[src/rtl/vid_tx_pkg.sv]
// Shared definitions for the video transmit path: controller state encoding,
// default 640x480 timing and a counter-width helper.
package vid_tx_pkg;

    // Controller states
    localparam logic [1:0] ST_IDLE  = 2'd0;
    localparam logic [1:0] ST_PRIME = 2'd1;
    localparam logic [1:0] ST_RUN   = 2'd2;

    // Default 640x480 timing
    localparam int DEF_H_ACTIVE = 640;
    localparam int DEF_H_FP     = 16;
    localparam int DEF_H_SYNC   = 96;
    localparam int DEF_H_BP     = 48;
    localparam int DEF_V_ACTIVE = 480;
    localparam int DEF_V_FP     = 10;
    localparam int DEF_V_SYNC   = 2;
    localparam int DEF_V_BP     = 33;

    // Bits needed to count 0..total-1 (never narrower than one bit)
    function automatic int cnt_width(input int total);
        return (total < 2) ? 1 : $clog2(total);
    endfunction

endpackage

[src/rtl/video_timing_cnt.sv]
// Horizontal/vertical position counters with wrap and region decode.
// Counting advances only while run is high; outside RUN the counters sit at 0
// because the controller only leaves RUN on the frame-wrap cycle.
module video_timing_cnt
    import vid_tx_pkg::*;
#(
    parameter int H_ACTIVE = DEF_H_ACTIVE,
    parameter int H_FP     = DEF_H_FP,
    parameter int H_SYNC   = DEF_H_SYNC,
    parameter int H_BP     = DEF_H_BP,
    parameter int V_ACTIVE = DEF_V_ACTIVE,
    parameter int V_FP     = DEF_V_FP,
    parameter int V_SYNC   = DEF_V_SYNC,
    parameter int V_BP     = DEF_V_BP
) (
    input  logic clk,
    input  logic rst,
    input  logic run,
    output logic active,
    output logic hsync_zone,
    output logic vsync_zone,
    output logic frame_first,
    output logic frame_last
);

    localparam int H_TOTAL = H_ACTIVE + H_FP + H_SYNC + H_BP;
    localparam int V_TOTAL = V_ACTIVE + V_FP + V_SYNC + V_BP;
    localparam int HW      = cnt_width(H_TOTAL);
    localparam int VW      = cnt_width(V_TOTAL);

    localparam logic [HW-1:0] H_LAST     = HW'(H_TOTAL - 1);
    localparam logic [HW-1:0] H_ACT      = HW'(H_ACTIVE);
    localparam logic [HW-1:0] H_SYNC_LO  = HW'(H_ACTIVE + H_FP);
    localparam logic [HW-1:0] H_SYNC_HI  = HW'(H_ACTIVE + H_FP + H_SYNC - 1);
    localparam logic [VW-1:0] V_LAST     = VW'(V_TOTAL - 1);
    localparam logic [VW-1:0] V_ACT      = VW'(V_ACTIVE);
    localparam logic [VW-1:0] V_SYNC_LO  = VW'(V_ACTIVE + V_FP);
    localparam logic [VW-1:0] V_SYNC_HI  = VW'(V_ACTIVE + V_FP + V_SYNC - 1);

    logic [HW-1:0] h_cnt_reg;
    logic [VW-1:0] v_cnt_reg;
    logic          h_wrap;

    assign h_wrap = (h_cnt_reg == H_LAST);

    // Pixel/line counters: v advances when h wraps, both wrap at frame end
    always_ff @(posedge clk) begin
        if (!rst) begin
            h_cnt_reg <= '0;
            v_cnt_reg <= '0;
        end else if (run) begin
            if (h_wrap) begin
                h_cnt_reg <= '0;
                v_cnt_reg <= (v_cnt_reg == V_LAST) ? '0 : v_cnt_reg + 1'b1;
            end else begin
                h_cnt_reg <= h_cnt_reg + 1'b1;
            end
        end
    end

    assign active      = (h_cnt_reg < H_ACT) && (v_cnt_reg < V_ACT);
    assign hsync_zone  = (h_cnt_reg >= H_SYNC_LO) && (h_cnt_reg <= H_SYNC_HI);
    assign vsync_zone  = (v_cnt_reg >= V_SYNC_LO) && (v_cnt_reg <= V_SYNC_HI);
    assign frame_first = (h_cnt_reg == '0) && (v_cnt_reg == '0);
    assign frame_last  = h_wrap && (v_cnt_reg == V_LAST);

endmodule

[src/rtl/video_out_gen.sv]
// Video output generator: pulls RGB565 pixels from a FIFO with one-cycle read
// latency and emits registered sync/de/frame_start with matching pixel data.
module video_out_gen
    import vid_tx_pkg::*;
#(
    parameter int   H_ACTIVE = DEF_H_ACTIVE,
    parameter int   H_FP     = DEF_H_FP,
    parameter int   H_SYNC   = DEF_H_SYNC,
    parameter int   H_BP     = DEF_H_BP,
    parameter int   V_ACTIVE = DEF_V_ACTIVE,
    parameter int   V_FP     = DEF_V_FP,
    parameter int   V_SYNC   = DEF_V_SYNC,
    parameter int   V_BP     = DEF_V_BP,
    parameter logic SYNC_POL = 1'b0
) (
    input  logic        clk,
    input  logic        rst,
    input  logic        enable,
    input  logic        fifo_empty,
    output logic        rd_req,
    input  logic [15:0] rd_data,
    output logic        post_vs,
    output logic        post_hs,
    output logic        post_de,
    output logic [15:0] post_data,
    output logic        frame_start,
    output logic        underflow
);

    logic [1:0] state_reg, state_next;
    logic       run, de_i;
    logic       active, hsync_zone, vsync_zone, frame_first, frame_last;
    logic       rd_req_d_reg;
    logic       post_de_reg, post_hs_reg, post_vs_reg;
    logic       frame_start_reg, underflow_reg;

    assign run = (state_reg == ST_RUN);

    video_timing_cnt #(
        .H_ACTIVE (H_ACTIVE), .H_FP (H_FP), .H_SYNC (H_SYNC), .H_BP (H_BP),
        .V_ACTIVE (V_ACTIVE), .V_FP (V_FP), .V_SYNC (V_SYNC), .V_BP (V_BP)
    ) u_timing (
        .clk         (clk),
        .rst         (rst),
        .run         (run),
        .active      (active),
        .hsync_zone  (hsync_zone),
        .vsync_zone  (vsync_zone),
        .frame_first (frame_first),
        .frame_last  (frame_last)
    );

    // Next-state: a running frame always finishes before returning to IDLE
    always_comb begin
        state_next = state_reg;
        case (state_reg)
            ST_IDLE:  if (enable) state_next = ST_PRIME;
            ST_PRIME: begin
                if (!enable)          state_next = ST_IDLE;
                else if (!fifo_empty) state_next = ST_RUN;
            end
            ST_RUN:   if (frame_last && !enable) state_next = ST_IDLE;
            default:  state_next = ST_IDLE;
        endcase
    end

    // State register
    always_ff @(posedge clk) begin
        if (!rst) state_reg <= ST_IDLE;
        else      state_reg <= state_next;
    end

    assign de_i   = run && active;
    assign rd_req = de_i && !fifo_empty;

    // Output registers, one cycle behind the counters to line up with FIFO data
    always_ff @(posedge clk) begin
        if (!rst) begin
            rd_req_d_reg    <= 1'b0;
            post_de_reg     <= 1'b0;
            post_hs_reg     <= ~SYNC_POL;
            post_vs_reg     <= ~SYNC_POL;
            frame_start_reg <= 1'b0;
            underflow_reg   <= 1'b0;
        end else begin
            rd_req_d_reg    <= rd_req;
            post_de_reg     <= de_i;
            post_hs_reg     <= (run && hsync_zone) ? SYNC_POL : ~SYNC_POL;
            post_vs_reg     <= (run && vsync_zone) ? SYNC_POL : ~SYNC_POL;
            frame_start_reg <= de_i && frame_first;
            if (de_i && fifo_empty)
                underflow_reg <= 1'b1;
            else if (run && frame_first)
                underflow_reg <= 1'b0;
        end
    end

    // FIFO data arrives the cycle after the read; a suppressed read shows black
    assign post_data   = rd_req_d_reg ? rd_data : 16'h0000;
    assign post_de     = post_de_reg;
    assign post_hs     = post_hs_reg;
    assign post_vs     = post_vs_reg;
    assign frame_start = frame_start_reg;
    assign underflow   = underflow_reg;

endmodule
[config.mk]
export PLATFORM = sky130hd
export DESIGN_NAME = video_out_gen
export DESIGN_NICKNAME = d
export VERILOG_FILES = /design/src/rtl/vid_tx_pkg.sv /design/src/rtl/video_timing_cnt.sv /design/src/rtl/video_out_gen.sv
export SDC_FILE = /design/constraint.sdc
export NUM_CORES = 1
export LEC_CHECK = 0
export ABC_AREA = 1
export CORE_MARGIN = 3
export CORE_UTILIZATION = 50
export CTS_CLUSTER_SIZE = 24
export DETAILED_ROUTE_END_ITERATION = 8
export GPL_ROUTABILITY_DRIVEN = 0
export GPL_TIMING_DRIVEN = 1
export PLACE_DENSITY = 0.81
export SYNTH_ARGS = -nofsm -noshare
export SYNTH_HDL_FRONTEND = slang
export SYNTH_SLANG_ARGS = --single-unit
[constraint.sdc]
create_clock -name clk -period 3.1 [get_ports clk]
set_input_delay 0.775 -clock clk [delete_from_list [all_inputs] [get_ports clk]]
set_output_delay 0.775 -clock clk [all_outputs]
set_load 0.01 [all_outputs]
==> flow_summary.yaml <==
run_status:
  outcome: "complete, no violations"
global_route:
  antenna_found_initial: 0
  grtUsageTotal_pct: 20.3
  grt_pass1_vias: 1620
  grt_max_degree: 17
  overflow: 0
  grt_pass1_wl_um: 6850
timing:
  finalHoldViolations: 0
  rsz0062_at_grt: "false"
  holdWs_ns: 0.527
  finalCritPeriodShare_pct: 87.2
  period_minus_slack_ns: 2.70
  slew_headroom_pct: 67.8
  finalSetupViolCount: 0
  maxSlewViolCount: 0
  tightestPinTransition_ns: 0.483
  finClkSkew_ns: 0.00918
  max_freq_ghz: 0.370
  tns_ns: 0
finish:
  area_growth_pct: 29.0
  final_cell_mix: "nand2_1, inv_1, nor2_1, clkdlybuf4s50_1, dfxtp_1"
  final_area_um2: 2220
  seqCellArea_um2: 561
  fillers: 296
  final_common_cell: "nand2_1"
  final_cell_count_no_fill: 355
  drive_gt1_share_pct: 8.36
  n_antenna_cell: 0
  final_core_util_pct: 69.9
  nNetsFinal: 337
  multi_input_area_um2: 937
clock_network:
  worstSkewPairLatency_ns: 0.33
  ctsHoldBuffers: 0
  root_buffer: "clkbuf_4"
  cts_tree: "done"
  htreeDepth: 1
  path_clk_slew_ns: 0.16
  cts_buffer_depth: 2
  clock_sinks: 28
  cts_resized: 0
  post_cts_buffers: 0
  cts_buffers: 3
worst_setup_path:
  slowest_delay_ns: 0.54
  start_kind: "register"
  path_class: "reg2out"
  slowest_stage: "clkdlybuf4s50_1"
  critPathMaxFanout: 7
  cp-end-kind: "primary output"
  arrival_ns: 1.93
  path_cells: "inv_2 > nor2_8 > inv_4 > nor2_4 > nand4_2 > nor2_1 > clkdlybuf4s50_1"
  cp.required_ns: 2.32
power_and_ir_drop:
  power_density_nw_per_um2: 299
  clkPwrFrac_pct: 36.4
  switching_share_pct: 21.0
  p_seq_share_pct: 55.1
  ir_drop_mv: 0.231
  cellLeakagePower_nw: 1.01
  p_int_mw: 0.525
  p_sw_mw: 0.140
  p_comb_share_pct: 8.5
routing:
  routed_via_density: 4.94
  ant_nets: 0
  vias: 1752
  detail_route.wl_per_cell_um: 11.4
  drtIter0Drc: 96
  dr.pass1.iters: 4
  drc: 0
  wirelength_um: 4060
synth:
  synth_edf_count: 0
  synth_seq_cells: 28
  yosysUniqueCellTypes: 31
  synthCells: 270
  synthesis.area_um2: 1720
  ys_async_sr_fraction_pct: 0
  syn-mean-instance-area_um2: 6.38
  syn_nets: 295
  yosysWarnings: 0
  ys_seq_area_share_pct: 32.5
  synth_ff_type: "dfxtp_1"
floorplan:
  coreArea_um2: 3180
  dieArea_um2: 4190
  die_h_um: 64.7
  die_w_um: 64.7
  io_pins: 42
  row_count: 20
  start_util_pct: 54.2
placed_design:
  placed_cell_area_um2: 2170
  io_buffers: 41
  hpwl_um: 3290
  dp_cells: 351
job:
  max-cap-violations: 0
hold_path:
  hold_path.class: "reg2reg"
[final timing paths]
kind | startpoint | end | slack [ns] | cells past startpoint
min reg2reg | underflow | underflow | 0.53 | 4
max | state_reg[1] | rd_req | 0.40 | 7
min | underflow | underflow | 0.53 | 4
max reg2reg | u_timing.h_cnt_reg[0] | u_timing.v_cnt_reg[1] | 1.49 | 8
[area by class of cell]
cell class	instances	share of cell area, %
Clock inverter	1	1.35
Clock buffer	3	1.01
Multi-Input combinational cell	184	42.2
Sequential cell	28	25.2
Inverter	54	9.29
Tap cell	44	2.48
Timing Repair Buffer	41	18.5
[synthesized netlist by cell type (2+ instances only)]
library cell,instances,share of area [%]
clkbuf_1,2,0.44
nand2_4,2,1.3
inv_1,48,10
nor2_2,5,1.8
a21oi_1,7,2.0
nand2_1,63,14
nand4_1,9,3.3
nor2_1,41,8.9
o21ai_1,6,1.7
nor3b_1,2,0.87
dfxtp_1,28,33
nand2_2,2,0.73
ha_1,5,3.6
o21ai_0,4,1.2
nor3_1,6,1.7
inv_2,4,0.87
a31oi_1,2,0.73
nand3_1,19,5.5
nor2_4,2,1.3
nand3_2,2,1.2
[power groups by stage]
stage | Clock, mW | Combinational, mW | Sequential [mW]
floorplan | 0 | 0.0223 | 0.374
global placement | 0 | 0.0554 | 0.374
detailed placement | 0 | 0.0566 | 0.374
CTS | 0.250 | 0.0567 | 0.367
global route | 0.267 | 0.0616 | 0.367
finish | 0.242 | 0.0565 | 0.367
[metrics by stage]
stage / power, mW / setup slack (ns)
CTS: 0.673 / 0.383
global route: 0.695 / 0.272
finish: 0.665 / 0.396
detailed placement: 0.431 / 0.412
global placement: 0.429 / 0.422
floorplan: 0.396 / 1.32
[logic make-up after synthesis]
logic type	synth area share [%]
simple gates	43.6
buf+inv	13.1
flops	32.5
compound gates	6.61
fa+ha+maj	3.63
xor+xnor	0.508
[critical path: cells and delay by family, from the launching register on]
family                 cells  cell delay, ns
buffers and inverters      3            0.71
and+or+nand+nor            4            0.48
DFF                        1            0.41
[per-layer routing]
metal	vias to the layer above	track usage, %	part of all wire [%]	wire (um)
li1	923	-	-	-
met1	759	26.1	45	1850
met2	64	33.8	44	1800
met3	6	5.20	8.6	349
met4	0	5.01	1.5	60
met5	-	0	0	0
(Power assumes the default switching activity.)
